## src/rtl/xgemac_rx_reader_pkg.sv

```systemverilog
// xgemac_rtl_pkg: shared state, beat type and frame-size default for the XGEMAC receive reader
package xgemac_rtl_pkg;
    localparam int MAX_FRAME_BYTES_DEF = 1518;
    typedef enum logic [1:0] {IDLE, READ, WAIT_EOP} rx_state_e;
    typedef struct packed {
        logic [63:0] data;
        logic        sop;
        logic        eop;
        logic [2:0]  mod;
        logic        err;
    } beat_t;
    function automatic logic [3:0] eop_bytes(input logic [2:0] mod);
        return (mod == 3'd0) ? 4'd8 : {1'b0, mod};
    endfunction
endpackage

```

## src/rtl/xgemac_rx_reader_if.sv

```systemverilog
// xgemac_rx_reader_if: MAC receive-side bus and downstream beat stream
interface xgemac_mac_rx_if;
    logic        pkt_rx_avail;
    logic        pkt_rx_ren;
    logic [63:0] pkt_rx_data;
    logic        pkt_rx_val;
    logic        pkt_rx_sop;
    logic        pkt_rx_eop;
    logic [2:0]  pkt_rx_mod;
    logic        pkt_rx_err;
    modport master (output pkt_rx_avail, pkt_rx_data, pkt_rx_val, pkt_rx_sop, pkt_rx_eop, pkt_rx_mod, pkt_rx_err,
                    input pkt_rx_ren);
    modport slave (input pkt_rx_avail, pkt_rx_data, pkt_rx_val, pkt_rx_sop, pkt_rx_eop, pkt_rx_mod, pkt_rx_err,
                   output pkt_rx_ren);
endinterface

interface xgemac_beat_if;
    logic [63:0] out_data;
    logic        out_sop;
    logic        out_eop;
    logic        out_err;
    logic [2:0]  out_mod;
    logic        out_valid;
    logic        out_ready;
    modport master (output out_data, out_sop, out_eop, out_err, out_mod, out_valid, input out_ready);
    modport slave (input out_data, out_sop, out_eop, out_err, out_mod, out_valid, output out_ready);
endinterface

```

## src/rtl/xgemac_rx_reader_fifo.sv

```systemverilog
// xgemac_sync_fifo: synchronous beat FIFO with occupancy count; a write while full lands only alongside a read
module xgemac_sync_fifo #(
    parameter int WIDTH = 8,
    parameter int DEPTH = 4
) (
    input  logic                   clk,
    input  logic                   rst_n,
    input  logic                   wr_i,
    input  logic [WIDTH-1:0]       wdata_i,
    input  logic                   rd_i,
    output logic [WIDTH-1:0]       rdata_o,
    output logic                   full_o,
    output logic                   empty_o,
    output logic [$clog2(DEPTH):0] count_o
);
    localparam int AW = $clog2(DEPTH);
    logic [WIDTH-1:0] mem_q [DEPTH];
    logic [AW-1:0]    wp_q, rp_q;
    logic [AW:0]      cnt_q;
    logic             wr_ok, rd_ok;
    assign empty_o = cnt_q == '0;
    assign full_o  = cnt_q == (AW+1)'(DEPTH);
    assign rd_ok   = rd_i && !empty_o;
    assign wr_ok   = wr_i && (!full_o || rd_ok);
    assign rdata_o = mem_q[rp_q];
    assign count_o = cnt_q;
    always_ff @(posedge clk) begin
        if (!rst_n) begin
            wp_q  <= '0;
            rp_q  <= '0;
            cnt_q <= '0;
        end else begin
            if (wr_ok) wp_q <= wp_q + 1'b1;
            if (rd_ok) rp_q <= rp_q + 1'b1;
            cnt_q <= cnt_q + (AW+1)'(wr_ok) - (AW+1)'(rd_ok);
        end
    end
    always_ff @(posedge clk) begin
        if (wr_ok) mem_q[wp_q] <= wdata_i;
    end
endmodule

```

## src/rtl/xgemac_rx_reader.sv

```systemverilog
// xgemac_rx_reader: pulls frames from the XGEMAC receive port under FIFO credit, tags framing/size errors,
// and presents them as a ready/valid beat stream with delivery and protocol counters
module xgemac_rx_reader
    import xgemac_rtl_pkg::*;
#(
    parameter int FIFO_DEPTH      = 4,
    parameter int MAX_FRAME_BYTES = MAX_FRAME_BYTES_DEF
) (
    input  logic          clk_156m25,
    input  logic          reset_156m25_n,
    xgemac_mac_rx_if.slave mac,
    xgemac_beat_if.master  dn,
    output logic [31:0]   frame_cnt,
    output logic [15:0]   err_cnt,
    output logic [15:0]   proto_cnt
);
    localparam int CW = $clog2(FIFO_DEPTH) + 1;
    rx_state_e    state_q;
    logic         ren_q, in_frame_q, proto_q, proto_d;
    logic [15:0]  bytes_q, bytes_d, err_cnt_q, proto_cnt_q;
    logic [16:0]  bytes_sum;
    logic [31:0]  frame_cnt_q;
    logic         start, stray, resop, eop_in, credit_ok;
    logic         fifo_wr, fifo_rd, fifo_full, fifo_empty;
    logic [CW-1:0] fifo_cnt, cnt_nxt;
    beat_t        wr_beat, rd_beat, out_beat;
    assign start   = mac.pkt_rx_val && mac.pkt_rx_sop && !in_frame_q;
    assign stray   = mac.pkt_rx_val && !mac.pkt_rx_sop && !in_frame_q;
    assign resop   = mac.pkt_rx_val && mac.pkt_rx_sop && in_frame_q;
    assign eop_in  = mac.pkt_rx_val && mac.pkt_rx_eop;
    assign fifo_wr = mac.pkt_rx_val && !stray;
    assign fifo_rd = !fifo_empty && dn.out_ready;
    assign bytes_sum = {1'b0, start ? 16'd0 : bytes_q}
                     + 17'(mac.pkt_rx_eop ? eop_bytes(mac.pkt_rx_mod) : 4'd8);
    assign bytes_d = bytes_sum[16] ? 16'hFFFF : bytes_sum[15:0];
    assign proto_d = !start && (proto_q || resop);
    assign wr_beat = '{data: mac.pkt_rx_data, sop: start, eop: mac.pkt_rx_eop,
                       mod: mac.pkt_rx_eop ? mac.pkt_rx_mod : 3'd0,
                       err: mac.pkt_rx_eop && (mac.pkt_rx_err || 32'(bytes_d) > 32'(MAX_FRAME_BYTES) || proto_d)};
    // Credit counts the occupancy after this edge plus the beat already requested for next cycle
    assign cnt_nxt   = fifo_cnt + CW'(fifo_wr) - CW'(fifo_rd);
    assign credit_ok = 32'(cnt_nxt) + 32'(ren_q) + 32'd2 <= 32'(FIFO_DEPTH);
    xgemac_sync_fifo #(.WIDTH($bits(beat_t)), .DEPTH(FIFO_DEPTH)) u_fifo (
        .clk     (clk_156m25),
        .rst_n   (reset_156m25_n),
        .wr_i    (fifo_wr),
        .wdata_i (wr_beat),
        .rd_i    (fifo_rd),
        .rdata_o (rd_beat),
        .full_o  (fifo_full),
        .empty_o (fifo_empty),
        .count_o (fifo_cnt)
    );
    assign out_beat     = fifo_empty ? '0 : rd_beat;
    assign dn.out_valid = !fifo_empty;
    assign dn.out_data  = out_beat.data;
    assign dn.out_sop   = out_beat.sop;
    assign dn.out_eop   = out_beat.eop;
    assign dn.out_mod   = out_beat.mod;
    assign dn.out_err   = out_beat.err;
    assign mac.pkt_rx_ren = ren_q;
    assign frame_cnt    = frame_cnt_q;
    assign err_cnt      = err_cnt_q;
    assign proto_cnt    = proto_cnt_q;
    always_ff @(posedge clk_156m25) begin
        if (!reset_156m25_n) begin
            state_q <= IDLE;
            ren_q   <= 1'b0;
        end else begin
            case (state_q)
                READ: begin
                    state_q <= eop_in ? WAIT_EOP : READ;
                    ren_q   <= !eop_in && credit_ok;
                end
                // WAIT_EOP absorbs the beat requested alongside eop, then resumes directly if more is queued
                default: begin
                    state_q <= (mac.pkt_rx_avail && credit_ok) ? READ : IDLE;
                    ren_q   <= mac.pkt_rx_avail && credit_ok;
                end
            endcase
        end
    end
    always_ff @(posedge clk_156m25) begin
        if (!reset_156m25_n) begin
            in_frame_q  <= 1'b0;
            proto_q     <= 1'b0;
            bytes_q     <= '0;
            frame_cnt_q <= '0;
            err_cnt_q   <= '0;
            proto_cnt_q <= '0;
        end else begin
            if (fifo_wr) begin
                in_frame_q <= !mac.pkt_rx_eop;
                proto_q    <= proto_d;
                bytes_q    <= bytes_d;
            end
            if (stray || resop) proto_cnt_q <= proto_cnt_q + {15'd0, proto_cnt_q != 16'hFFFF};
            if (fifo_rd && rd_beat.eop) begin
                frame_cnt_q <= frame_cnt_q + 32'd1;
                if (rd_beat.err) err_cnt_q <= err_cnt_q + {15'd0, err_cnt_q != 16'hFFFF};
            end
        end
    end
    always_ff @(posedge clk_156m25) begin
        if (reset_156m25_n) assert (!(fifo_wr && fifo_full && !fifo_rd));
    end
endmodule
```

## src/flat_wrapper.sv

```systemverilog
// flat-port wrapper written by rule: the top's interface ports become plain ports
module xgemac_rx_reader_flat import xgemac_rtl_pkg::*;
#(
    parameter int FIFO_DEPTH      = 4,
    parameter int MAX_FRAME_BYTES = MAX_FRAME_BYTES_DEF
)
  (clk_156m25, reset_156m25_n, frame_cnt, err_cnt, proto_cnt, mac_pkt_rx_avail, mac_pkt_rx_data, mac_pkt_rx_val, mac_pkt_rx_sop, mac_pkt_rx_eop, mac_pkt_rx_mod, mac_pkt_rx_err, mac_pkt_rx_ren, dn_out_data, dn_out_sop, dn_out_eop, dn_out_err, dn_out_mod, dn_out_valid, dn_out_ready);
  xgemac_mac_rx_if mac_i ();
  xgemac_beat_if dn_i ();
  input  logic clk_156m25;
  input  logic reset_156m25_n;
  output logic [31:0] frame_cnt;
  output logic [15:0] err_cnt;
  output logic [15:0] proto_cnt;
  input wire logic [$bits(mac_i.pkt_rx_avail)-1:0] mac_pkt_rx_avail;
  input wire logic [$bits(mac_i.pkt_rx_data)-1:0] mac_pkt_rx_data;
  input wire logic [$bits(mac_i.pkt_rx_val)-1:0] mac_pkt_rx_val;
  input wire logic [$bits(mac_i.pkt_rx_sop)-1:0] mac_pkt_rx_sop;
  input wire logic [$bits(mac_i.pkt_rx_eop)-1:0] mac_pkt_rx_eop;
  input wire logic [$bits(mac_i.pkt_rx_mod)-1:0] mac_pkt_rx_mod;
  input wire logic [$bits(mac_i.pkt_rx_err)-1:0] mac_pkt_rx_err;
  output wire logic [$bits(mac_i.pkt_rx_ren)-1:0] mac_pkt_rx_ren;
  output wire logic [$bits(dn_i.out_data)-1:0] dn_out_data;
  output wire logic [$bits(dn_i.out_sop)-1:0] dn_out_sop;
  output wire logic [$bits(dn_i.out_eop)-1:0] dn_out_eop;
  output wire logic [$bits(dn_i.out_err)-1:0] dn_out_err;
  output wire logic [$bits(dn_i.out_mod)-1:0] dn_out_mod;
  output wire logic [$bits(dn_i.out_valid)-1:0] dn_out_valid;
  input wire logic [$bits(dn_i.out_ready)-1:0] dn_out_ready;
  assign mac_i.pkt_rx_avail = mac_pkt_rx_avail;
  assign mac_i.pkt_rx_data = mac_pkt_rx_data;
  assign mac_i.pkt_rx_val = mac_pkt_rx_val;
  assign mac_i.pkt_rx_sop = mac_pkt_rx_sop;
  assign mac_i.pkt_rx_eop = mac_pkt_rx_eop;
  assign mac_i.pkt_rx_mod = mac_pkt_rx_mod;
  assign mac_i.pkt_rx_err = mac_pkt_rx_err;
  assign mac_pkt_rx_ren = mac_i.pkt_rx_ren;
  assign dn_out_data = dn_i.out_data;
  assign dn_out_sop = dn_i.out_sop;
  assign dn_out_eop = dn_i.out_eop;
  assign dn_out_err = dn_i.out_err;
  assign dn_out_mod = dn_i.out_mod;
  assign dn_out_valid = dn_i.out_valid;
  assign dn_i.out_ready = dn_out_ready;
  xgemac_rx_reader #(.FIFO_DEPTH(FIFO_DEPTH), .MAX_FRAME_BYTES(MAX_FRAME_BYTES)) u_core (.clk_156m25(clk_156m25), .reset_156m25_n(reset_156m25_n), .mac(mac_i), .dn(dn_i), .frame_cnt(frame_cnt), .err_cnt(err_cnt), .proto_cnt(proto_cnt));
endmodule
```

## config.mk

```make
export PLATFORM = sky130hd
export DESIGN_NAME = xgemac_rx_reader_flat
export DESIGN_NICKNAME = d
export VERILOG_FILES = /design/src/rtl/xgemac_rx_reader_pkg.sv /design/src/rtl/xgemac_rx_reader_if.sv /design/src/rtl/xgemac_rx_reader_fifo.sv /design/src/rtl/xgemac_rx_reader.sv /design/src/flat_wrapper.sv
export SDC_FILE = /design/constraint.sdc
export NUM_CORES = 1
export LEC_CHECK = 0
export CORE_UTILIZATION = 50
export CTS_BUF_LIST = sky130_fd_sc_hd__clkbuf_8
export DETAILED_ROUTE_END_ITERATION = 10
export HOLD_SLACK_MARGIN = 0.15
export PLACE_DENSITY = 0.74
export SLEW_MARGIN = 0
export SYNTH_ARGS = -nofsm -noshare
export SYNTH_HDL_FRONTEND = slang
export SYNTH_SLANG_ARGS = --single-unit
```

## constraint.sdc

```tcl
create_clock -name clk_156m25 -period 6 [get_ports clk_156m25]
set_input_delay 1.5 -clock clk_156m25 [delete_from_list [all_inputs] [get_ports clk_156m25]]
set_output_delay 1.5 -clock clk_156m25 [all_outputs]
set_load 0.02 [all_outputs]
```

==> results of run 1 <==
-- cell families after synthesis --
group / share of synthesized area, %
mux: 10.5
fa+ha+maj: 1.92
simple gates: 12.4
flops: 66.2
compound gates: 3.24
buf+inv: 1.83
xor+xnor: 3.86
-- cell usage in the layout, fill, tap and decap left out, types with 2 or more instances in the layout --
| master | instances |
|---|---|
| nand2_1 | 43 |
| or3_1 | 11 |
| bufinv_16 | 3 |
| nor3b_1 | 6 |
| nor2b_1 | 8 |
| nor4_4 | 2 |
| fa_1 | 3 |
| nor3_1 | 14 |
| a21boi_0 | 12 |
| a21o_1 | 2 |
| clkinv_1 | 16 |
| ha_1 | 19 |
| clkdlybuf4s50_1 | 209 |
| xnor2_1 | 47 |
| dfxtp_4 | 2 |
| dfxtp_1 | 92 |
| edfxtp_1 | 280 |
| buf_4 | 7 |
| a31oi_1 | 6 |
| o21ai_0 | 31 |
| a21boi_1 | 5 |
| and3_1 | 9 |
| a21oi_1 | 14 |
| nor4_1 | 2 |
| buf_12 | 4 |
| mux4_2 | 70 |
| nand4_1 | 15 |
| nand3_1 | 40 |
| and2_1 | 138 |
| inv_1 | 35 |
| clkbuf_8 | 64 |
| xor2_1 | 19 |
| a22o_1 | 2 |
| and4_1 | 6 |
| and2_4 | 4 |
| clkinv_2 | 13 |
| nor2_1 | 24 |
| mux2i_1 | 5 |
-- registers in the layout, summed over array words and instances (netlist names), named ones only --
register / count
u_core.proto_q: 1
u_core.bytes_q: 16
u_core.err_cnt: 16
u_core.proto_cnt: 16
u_core.u_fifo.mem_q: 280
u_core.frame_cnt: 32
u_core.state_q: 2
u_core.in_frame_q: 1
u_core.u_fifo.count_o: 3
u_core.u_fifo.wp_q: 2
u_core.u_fifo.rp_q: 2
u_core.mac.pkt_rx_ren: 1
-- layout make-up --
| type | instances | area [µm²] | area share, % |
|---|---|---|---|
| multi-input combinational | 578 | 4980 | 25.8 |
| inverter | 22 | 82.6 | 0.429 |
| tap | 396 | 495 | 2.57 |
| clock buffer | 64 | 881 | 4.57 |
| clock inverter | 49 | 298 | 1.55 |
| antenna | 1 | 2.50 | 0.0130 |
| sequential | 374 | 10300 | 53.4 |
| timing repair buffer | 221 | 2230 | 11.6 |
-- through the flow --
| step | instances | worst slack, ns | total power [mW] | utilization, % | hold slack, ns |
|---|---|---|---|---|---|
| final | 1705 | 1.35 | 7.27 | 63.0 | 0.463 |
| after floorplan | 1021 | 1.24 | 4.35 | - | 0.443 |
| after global routing | 1704 | 1.17 | 7.65 | 63.0 | 0.504 |
| after CTS | 1704 | 1.29 | 7.38 | 63.0 | 0.465 |
| after global placement | 1591 | 0.934 | 5.23 | 59.1 | 0.457 |
| after detailed placement | 1591 | 0.812 | 5.26 | 59.1 | 0.458 |
-- power by group --
group          switching (mW)  leakage (nW)  total [mW]  internal, mW
registers               0.133          3.31        3.03          2.90
clock network           0.987         0.663        2.11          1.12
logic                    1.04          2.53        2.13          1.09
-- layer usage --
metal	wire length, µm	GRT usage [%]	share of wire [%]
met1	13400	26.1	43
met2	14900	32.6	48
met3	2360	5.20	7.5
met4	614	6.00	2.0
met5	0	0	0
-- worst reg2reg max path: stages, from the launching register on --
cell and delay [ns]:
dfxtp_1 0.41, nand3b_1 0.26, and2_1 0.17, ha_1 0.16, inv_1 0.05, fa_1 0.38
nand2b_1 0.18, a21oi_1 0.40, and3_1 0.29, xnor2_1 0.14, nor4_1 0.09, o311a_1 0.33
o41a_1 0.47
-- worst paths after layout --
path	depth (start not counted)	from	end	slack, ns
hold reg to reg	2	u_core.proto_q	u_core.proto_q	0.46
setup / recovery	13	mac_pkt_rx_val	u_core.u_fifo.mem_q[1][0]	1.35
hold / removal	2	u_core.proto_q	u_core.proto_q	0.46
setup reg to reg	12	u_core.in_frame_q	u_core.u_fifo.mem_q[1][0]	2.40
==> impl_metrics.env, run 1 <==
export IMPL_outcome="finished, final reports clean"
export IMPL_synthArstFlopShare_pct=0
export IMPL_drv_cap=0
export IMPL_antenna_found_initial=1
export IMPL_start_kind="input port"
export IMPL_synth_top_area_share_pct=54.1
export IMPL_synth_nets=1118
export IMPL_drcViolationCount=0
export IMPL_drv_slew=0
export IMPL_place_hpwl_um=19200
export IMPL_syn_instance_count=1021
export IMPL_clk_path_buf_depth=3
export IMPL_drive_above_1_share_pct=13.8
export IMPL_grt_max_degree=71
export IMPL_cts_resized=0
export IMPL_postRouteAntennaNets=0
export IMPL_clkTransAtPathRegs_ns=0.06
export IMPL_dr_pass1_iters=4
export IMPL_ys_flop_type="edfxtp_1"
export IMPL_cts_tree="yes"
export IMPL_drtIter0Drc=460
export IMPL_fmax_ghz=0.215
export IMPL_grt_pass1_wl_um=48900
export IMPL_cp_max_fo=9
export IMPL_maxSlewHeadroom_pct=28.0
export IMPL_root_buffer="clkbuf_8"
export IMPL_worstPathRequired_ns=6.31
export IMPL_ios=211
export IMPL_finClkSkew_ns=0.0198
export IMPL_grt_total_usage_pct=19.9
export IMPL_synth_seq_cells=374
export IMPL_worst_path_largest_cell_delay_ns=0.53
export IMPL_critPathBufInv=2
export IMPL_finalHoldViolCount=0
export IMPL_finalCriticalPeriod_ns=4.65
export IMPL_p_leak_nw=6.51
export IMPL_design_core_area_mm2=0.0306
export IMPL_clock_latency_ns=0.60
export IMPL_synthTopCellsByArea="edfxtp_1, dfxtp_1, mux4_2"
export IMPL_fillers=2281
export IMPL_fin_tns_setup_ns=0
export IMPL_routed_via_density=5.37
export IMPL_synth_top_area_cell="edfxtp_1"
export IMPL_place_gp_congestion=0.842
export IMPL_vias=9161
export IMPL_power_density_mw_per_mm2=377
export IMPL_yosys_warnings=0
export IMPL_synthTopCellsByCount="edfxtp_1, and2_1, dfxtp_1, mux4_2, xnor2_1"
export IMPL_critPathKind="input port to register"
export IMPL_post_drt_wl_per_cell_um=18.4
export IMPL_synth_edf_count=280
export IMPL_die_y_um=178
export IMPL_cp_arrival_ns=4.96
export IMPL_worst_slew_pin_slew_ns=1.08
export IMPL_die_w_um=178
export IMPL_path_cells="clkdlybuf4s50_1 > nand3b_1 > and2_1 > ha_1 > inv_1 > fa_1 > nand2b_1 > a21oi_1 > and3_1 > xnor2_1 > nor4_1 > o311a_1 > o41a_1"
export IMPL_grt_remaining_overflow=0
export IMPL_grt_pass1_vias=9259
export IMPL_setup_viol=0
export IMPL_synth_avg_cell_area_um2=15.2
export IMPL_syn_area_mm2=0.0155
export IMPL_portBuffers=210
export IMPL_postLayoutCellArea_mm2=0.0193
export IMPL_rows=64
export IMPL_seq_area_frac_synth_pct=66.2
export IMPL_cp_top_family="compound AO/OA/AOI/OAI gates"
export IMPL_wirelength_um=31300
export IMPL_start_util_pct=50.8
export IMPL_area_growth_pct=24.0
export IMPL_post_cts_buffers=0
export IMPL_cts_buffers=60
export IMPL_slowest_stage="clkdlybuf4s50_1"
export IMPL_placedInstanceArea_mm2=0.0181
export IMPL_ys_types=52
export IMPL_synth_most_common_cell="edfxtp_1"
export IMPL_vdd_ir_drop_max_mv=0.203
export IMPL_end_kind="register"
export IMPL_htree_num_levels=2
export IMPL_period_share_pct=77.5
export IMPL_rsz0062_at_grt="no"
export IMPL_fin_nets=1354
export IMPL_cts_sink_count=374
export IMPL_cts_hold_buf=0
export IMPL_dieArea_mm2=0.0318
export IMPL_hold_path_class="register to register"
Power figures use the tool's default switching activity.
==> run 2: changes to the inputs <==
- clock period: 6 -> 4.53 ns (I/O delays scaled with it)
==> impl_metrics.env, run 2 (same netlist as run 1, synthesis figures left out) <==
export IMPL_htree_num_levels=2
export IMPL_wl_met2_um=15200
export IMPL_post_cts_buffers=0
export IMPL_area_growth_pct=24.3
export IMPL_end_kind="output pin"
export IMPL_place_hpwl_um=20100
export IMPL_fmax_ghz=0.251
export IMPL_design_core_area_mm2=0.0306
export IMPL_largest_register_ffs=280
export IMPL_rsz0062_at_grt="no"
export IMPL_ios=211
export IMPL_cts_sink_count=374
export IMPL_clkTransAtPathRegs_ns=0.06
export IMPL_crit_start="u_core.u_fifo.count_o[1]"
export IMPL_finClkSkew_ns=0.0174
export IMPL_setup_ws_ns=0.548
export IMPL_top_register="u_core.u_fifo.mem_q"
export IMPL_outcome="finished, final reports clean"
export IMPL_clock_latency_ns=0.58
export IMPL_cts_resized=0
export IMPL_vias=9167
export IMPL_power_density_mw_per_mm2=488
export IMPL_rrSetupSlack_ns=1.24
export IMPL_grt_pass1_vias=9297
export IMPL_met3_length_um=2280
export IMPL_setup_viol=0
export IMPL_worst_slew_pin_slew_ns=0.876
export IMPL_sw_frac_of_total_pct=29.5
export IMPL_routed_via_density=5.36
export IMPL_root_buffer="clkbuf_8"
export IMPL_drtIter0Drc=604
export IMPL_postLayoutCellArea_mm2=0.0193
export IMPL_drcViolationCount=0
export IMPL_layout_common_cells="edfxtp_1, clkdlybuf4s50_1, and2_1, dfxtp_1, mux4_2"
export IMPL_highest_layer="met4"
export IMPL_rows=64
export IMPL_critPathKind="register to output pin"
export IMPL_grt_max_degree=61
export IMPL_cts_tree="yes"
export IMPL_drv_cap=0
export IMPL_wirelength_um=31500
export IMPL_hp_start="u_core.proto_q"
export IMPL_postRouteAntennaNets=0
export IMPL_drv_slew=0
export IMPL_grt_remaining_overflow=0
export IMPL_cts_hold_buf=0
export IMPL_placedInstanceArea_mm2=0.0183
export IMPL_p_seq_share_pct=42.0
export IMPL_start_kind="register"
export IMPL_finalHoldViolCount=0
export IMPL_hold_ws_ns=0.471
export IMPL_fin_nets=1372
export IMPL_start_util_pct=50.8
export IMPL_die_w_um=178
export IMPL_cp_max_fo=39
export IMPL_die_y_um=178
export IMPL_cp_arrival_ns=2.85
export IMPL_drive_above_1_share_pct=14.0
export IMPL_wl_met1_um=13500
export IMPL_grt_pass1_wl_um=49100
export IMPL_post_drt_wl_per_cell_um=18.4
export IMPL_vdd_ir_drop_max_mv=0.276
export IMPL_p_sw_mw=2.78
export IMPL_diodes=0
export IMPL_layout_commonest_cell="edfxtp_1"
export IMPL_hold_path_class="register to register"
export IMPL_dieArea_mm2=0.0318
export IMPL_place_gp_congestion=0.851
export IMPL_clock_power_share_pct=26.9
export IMPL_dr_pass1_iters=5
export IMPL_portBuffers=210
export IMPL_p_comb_share_pct=31.1
export IMPL_fin_tns_setup_ns=0
export IMPL_cts_buffers=60
export IMPL_dp_slack_ns=0.0205
export IMPL_clk_path_buf_depth=3
export IMPL_antenna_found_initial=0
export IMPL_reg2reg_from="u_core.in_frame_q"
export IMPL_finalCriticalPeriod_ns=3.98
export IMPL_p_leak_nw=6.57
export IMPL_worstPathRequired_ns=3.40
export IMPL_maxSlewHeadroom_pct=41.6
export IMPL_grt_total_usage_pct=19.9
export IMPL_p_int_mw=6.65
export IMPL_period_share_pct=87.9
## run 2: path summary, 6_finish.rpt
| check | endpoint | depth (start not counted) |
|---|---|---|
| hold reg to reg | u_core.proto_q | 2 |
| hold / removal | u_core.proto_q | 2 |
| setup / recovery | dn_out_data[0] | 4 |
| setup reg to reg | u_core.u_fifo.mem_q[1][0] | 13 |
## run 2: cell type report
cell class,count,area [µm²]
Clock buffer,66,908
Clock inverter,36,145
Fill cell,2329,11300
Inverter,22,82.6
Multi-Input combinational cell,578,4980
Sequential cell,374,10300
Tap cell,396,495
Timing Repair Buffer,239,2410
## run 2: through the flow
stage	std cells	util, %	power [mW]
finish	1711	63.2	9.43
global route	1711	63.2	9.92
CTS	1711	63.2	9.55
detailed placement	1609	59.7	7.01
global placement	1609	59.7	6.98
floorplan	1021	-	5.77
## run 2: worst max-delay path, cell delays in order, from the launching register on
cell             delay, ns
dfxtp_1               0.38
or3_2                 0.83
buf_12                0.30
and2_1                0.16
clkdlybuf4s50_1       0.57
## run 2: layer usage
metal / GRT usage [%] / vias to the layer above
li1: - / 4334
met1: 26.4 / 4518
met2: 33.1 / 266
met3: 4.92 / 49
met4: 4.80 / 0
met5: 0 / -
## run 2: power by group through the flow
stage	Combinational, mW	Clock [mW]	Sequential (mW)
2_1_floorplan	1.79	0	3.97
3_3_place_gp	2.95	0	4.02
3_5_place_dp	2.98	0	4.03
4_1_cts	2.99	2.61	3.96
5_1_grt	3.17	2.77	3.97
6_report	2.93	2.54	3.95
==> run 3: changes to the inputs <==
- CORE_UTILIZATION: 50 -> 26
- PLACE_DENSITY: 0.74 -> unset
==> impl_metrics.env, run 3 (same netlist as run 1, synthesis figures left out) <==
export IMPL_outcome="finished, final reports clean"
export IMPL_p_seq_share_pct=39.2
export IMPL_finalCriticalPeriod_ns=3.98
export IMPL_place_gp_congestion=0.757
export IMPL_placedInstanceArea_mm2=0.0188
export IMPL_cts_buffers=69
export IMPL_cts_tree="yes"
export IMPL_grt_remaining_overflow=0
export IMPL_post_drt_wl_per_cell_um=16.8
export IMPL_period_share_pct=87.8
export IMPL_area_growth_pct=29.7
export IMPL_post_route_util_pct=34.1
export IMPL_portBuffers=210
export IMPL_grt_total_usage_pct=11.8
export IMPL_root_buffer="clkbuf_8"
export IMPL_clkTransAtPathRegs_ns=0.06
export IMPL_fillers=5760
export IMPL_drv_cap=0
export IMPL_antenna_found_initial=4
export IMPL_power_density_mw_per_mm2=499
export IMPL_fin_nets=1386
export IMPL_drv_slew=0
export IMPL_wirelength_um=35500
export IMPL_worst_slew_pin_slew_ns=0.832
export IMPL_drive_above_1_share_pct=16.0
export IMPL_p_sw_mw=3.05
export IMPL_setup_viol=0
export IMPL_grt_pass1_wl_um=55200
export IMPL_final_cells=2115
export IMPL_seq_area_mm2=0.0103
export IMPL_largest_register_ffs=280
export IMPL_grt_pass1_vias=9764
export IMPL_vdd_ir_drop_max_mv=0.273
export IMPL_hold_path_class="register to register"
export IMPL_rrSetupSlack_ns=1.09
export IMPL_maxSlewHeadroom_pct=44.5
export IMPL_start_util_pct=26.3
export IMPL_reg2regPathDepth=12
export IMPL_die_w_um=246
export IMPL_end_kind="register"
export IMPL_top_register="u_core.u_fifo.mem_q"
export IMPL_place_hpwl_um=22400
export IMPL_ios=211
export IMPL_fmax_ghz=0.251
export IMPL_reg2reg_from="u_core.in_frame_q"
export IMPL_cp_arrival_ns=4.30
export IMPL_sw_frac_of_total_pct=30.3
export IMPL_post_cts_buffers=0
export IMPL_finalHoldViolCount=0
export IMPL_layout_common_cells="edfxtp_1, clkdlybuf4s50_1, and2_1, dfxtp_1, clkbuf_8"
export IMPL_clk_path_buf_depth=3
export IMPL_htree_num_levels=3
export IMPL_worstPathRequired_ns=4.85
export IMPL_rows=89
export IMPL_clock_power_share_pct=31.0
export IMPL_die_y_um=246
export IMPL_vias=9367
export IMPL_layout_commonest_cell="edfxtp_1"
export IMPL_place_inst=1991
export IMPL_postRouteAntennaNets=0
export IMPL_drcViolationCount=0
export IMPL_multi_input_area_mm2=0.00498
export IMPL_p_leak_nw=6.74
export IMPL_start_kind="input port"
export IMPL_rsz0062_at_grt="no"
export IMPL_total_power_mw=10.0
export IMPL_clock_latency_ns=0.64
export IMPL_routed_via_density=4.43
export IMPL_postLayoutCellArea_mm2=0.0202
export IMPL_endpoint="u_core.u_fifo.mem_q[0][0]"
export IMPL_design_core_area_mm2=0.0590
export IMPL_finClkSkew_ns=0.0447
export IMPL_cts_sink_count=374
export IMPL_critPathKind="input port to register"
export IMPL_cts_resized=0
export IMPL_dr_pass1_iters=5
export IMPL_crit_start="mac_pkt_rx_val"
export IMPL_cts_hold_buf=0
export IMPL_p_comb_share_pct=29.8
export IMPL_grt_max_degree=57
export IMPL_cp_max_fo=4
export IMPL_dieArea_mm2=0.0608
export IMPL_p_int_mw=7.00
export IMPL_fin_tns_setup_ns=0
export IMPL_r2r_end="u_core.u_fifo.mem_q[0][0]"
export IMPL_drtIter0Drc=404
## run 3: cell types whose count changed in the layout (fill, tap and decap cells not counted)
cell	before	now
buf_12	8	10
buf_4	21	24
bufinv_16	0	2
clkbuf_8	66	76
clkinv_2	2	10
clkinv_8	0	2
clkinvlp_4	2	1
diode_2	0	3
inv_1	45	39
inv_12	0	1
inv_6	0	2
inv_8	0	1
or3_2	1	0
or3_4	0	1
## run 3: routing by layer
layer / vias to the layer above / routed length [µm] / global-route usage (%)
met1: 4693 / 15400 / 14.8
met2: 241 / 16900 / 18.9
li1: 4368 / - / -
met5: - / 32 / 0
met3: 59 / 2460 / 3.83
met4: 6 / 720 / 4.23
## run 3: power groups by stage
stage          registers, mW  logic [mW]  clock network, mW
2_1_floorplan           3.97        1.79                  0
3_3_place_gp            4.01        3.06                  0
3_5_place_dp            4.01        3.08                  0
4_1_cts                 3.94        3.08               3.27
5_1_grt                 3.96        3.26               3.41
6_report                3.94        3.00               3.12
## run 3: metrics by stage
step / setup WS [ns] / hold WS (ns)
floorplan: 0.136 / 0.443
global placement: 0.0295 / 0.459
detailed placement: -0.0741 / 0.475
CTS: 0.426 / 0.484
global route: 0.386 / 0.536
finish: 0.554 / 0.501
## run 3: worst min path at each step
| stage | start | depth (start not counted) | endpoint |
|---|---|---|---|
| floorplan | u_core.proto_q | 2 | u_core.proto_q |
| global placement | u_core.proto_q | 2 | u_core.proto_q |
| detailed placement | u_core.proto_q | 2 | u_core.proto_q |
| CTS | u_core.proto_q | 2 | u_core.proto_q |
| global route | u_core.err_cnt[9] | 2 | u_core.err_cnt[9] |
| finish | u_core.proto_q | 2 | u_core.proto_q |
## run 3: area by class of cell
cell class | count | share of cell area (%)
Antenna cell | 3 | 0.0372
Sequential cell | 374 | 51.1
Timing Repair Buffer | 244 | 12.3
Multi-Input combinational cell | 578 | 24.7
Clock inverter | 45 | 1.45
Clock buffer | 76 | 5.19
Tap cell | 773 | 4.80
Inverter | 22 | 0.410
## run 3: critical path, cell delays in order
cell and delay (ns):
clkdlybuf4s50_1 0.44, nand3b_1 0.24, and2_1 0.18, ha_1 0.17, inv_1 0.06, fa_1 0.40, nand2b_1 0.18, a21oi_1 0.23
and3_1 0.24, xnor2_1 0.12, nor4_1 0.07, o311a_1 0.32, o41a_1 0.50
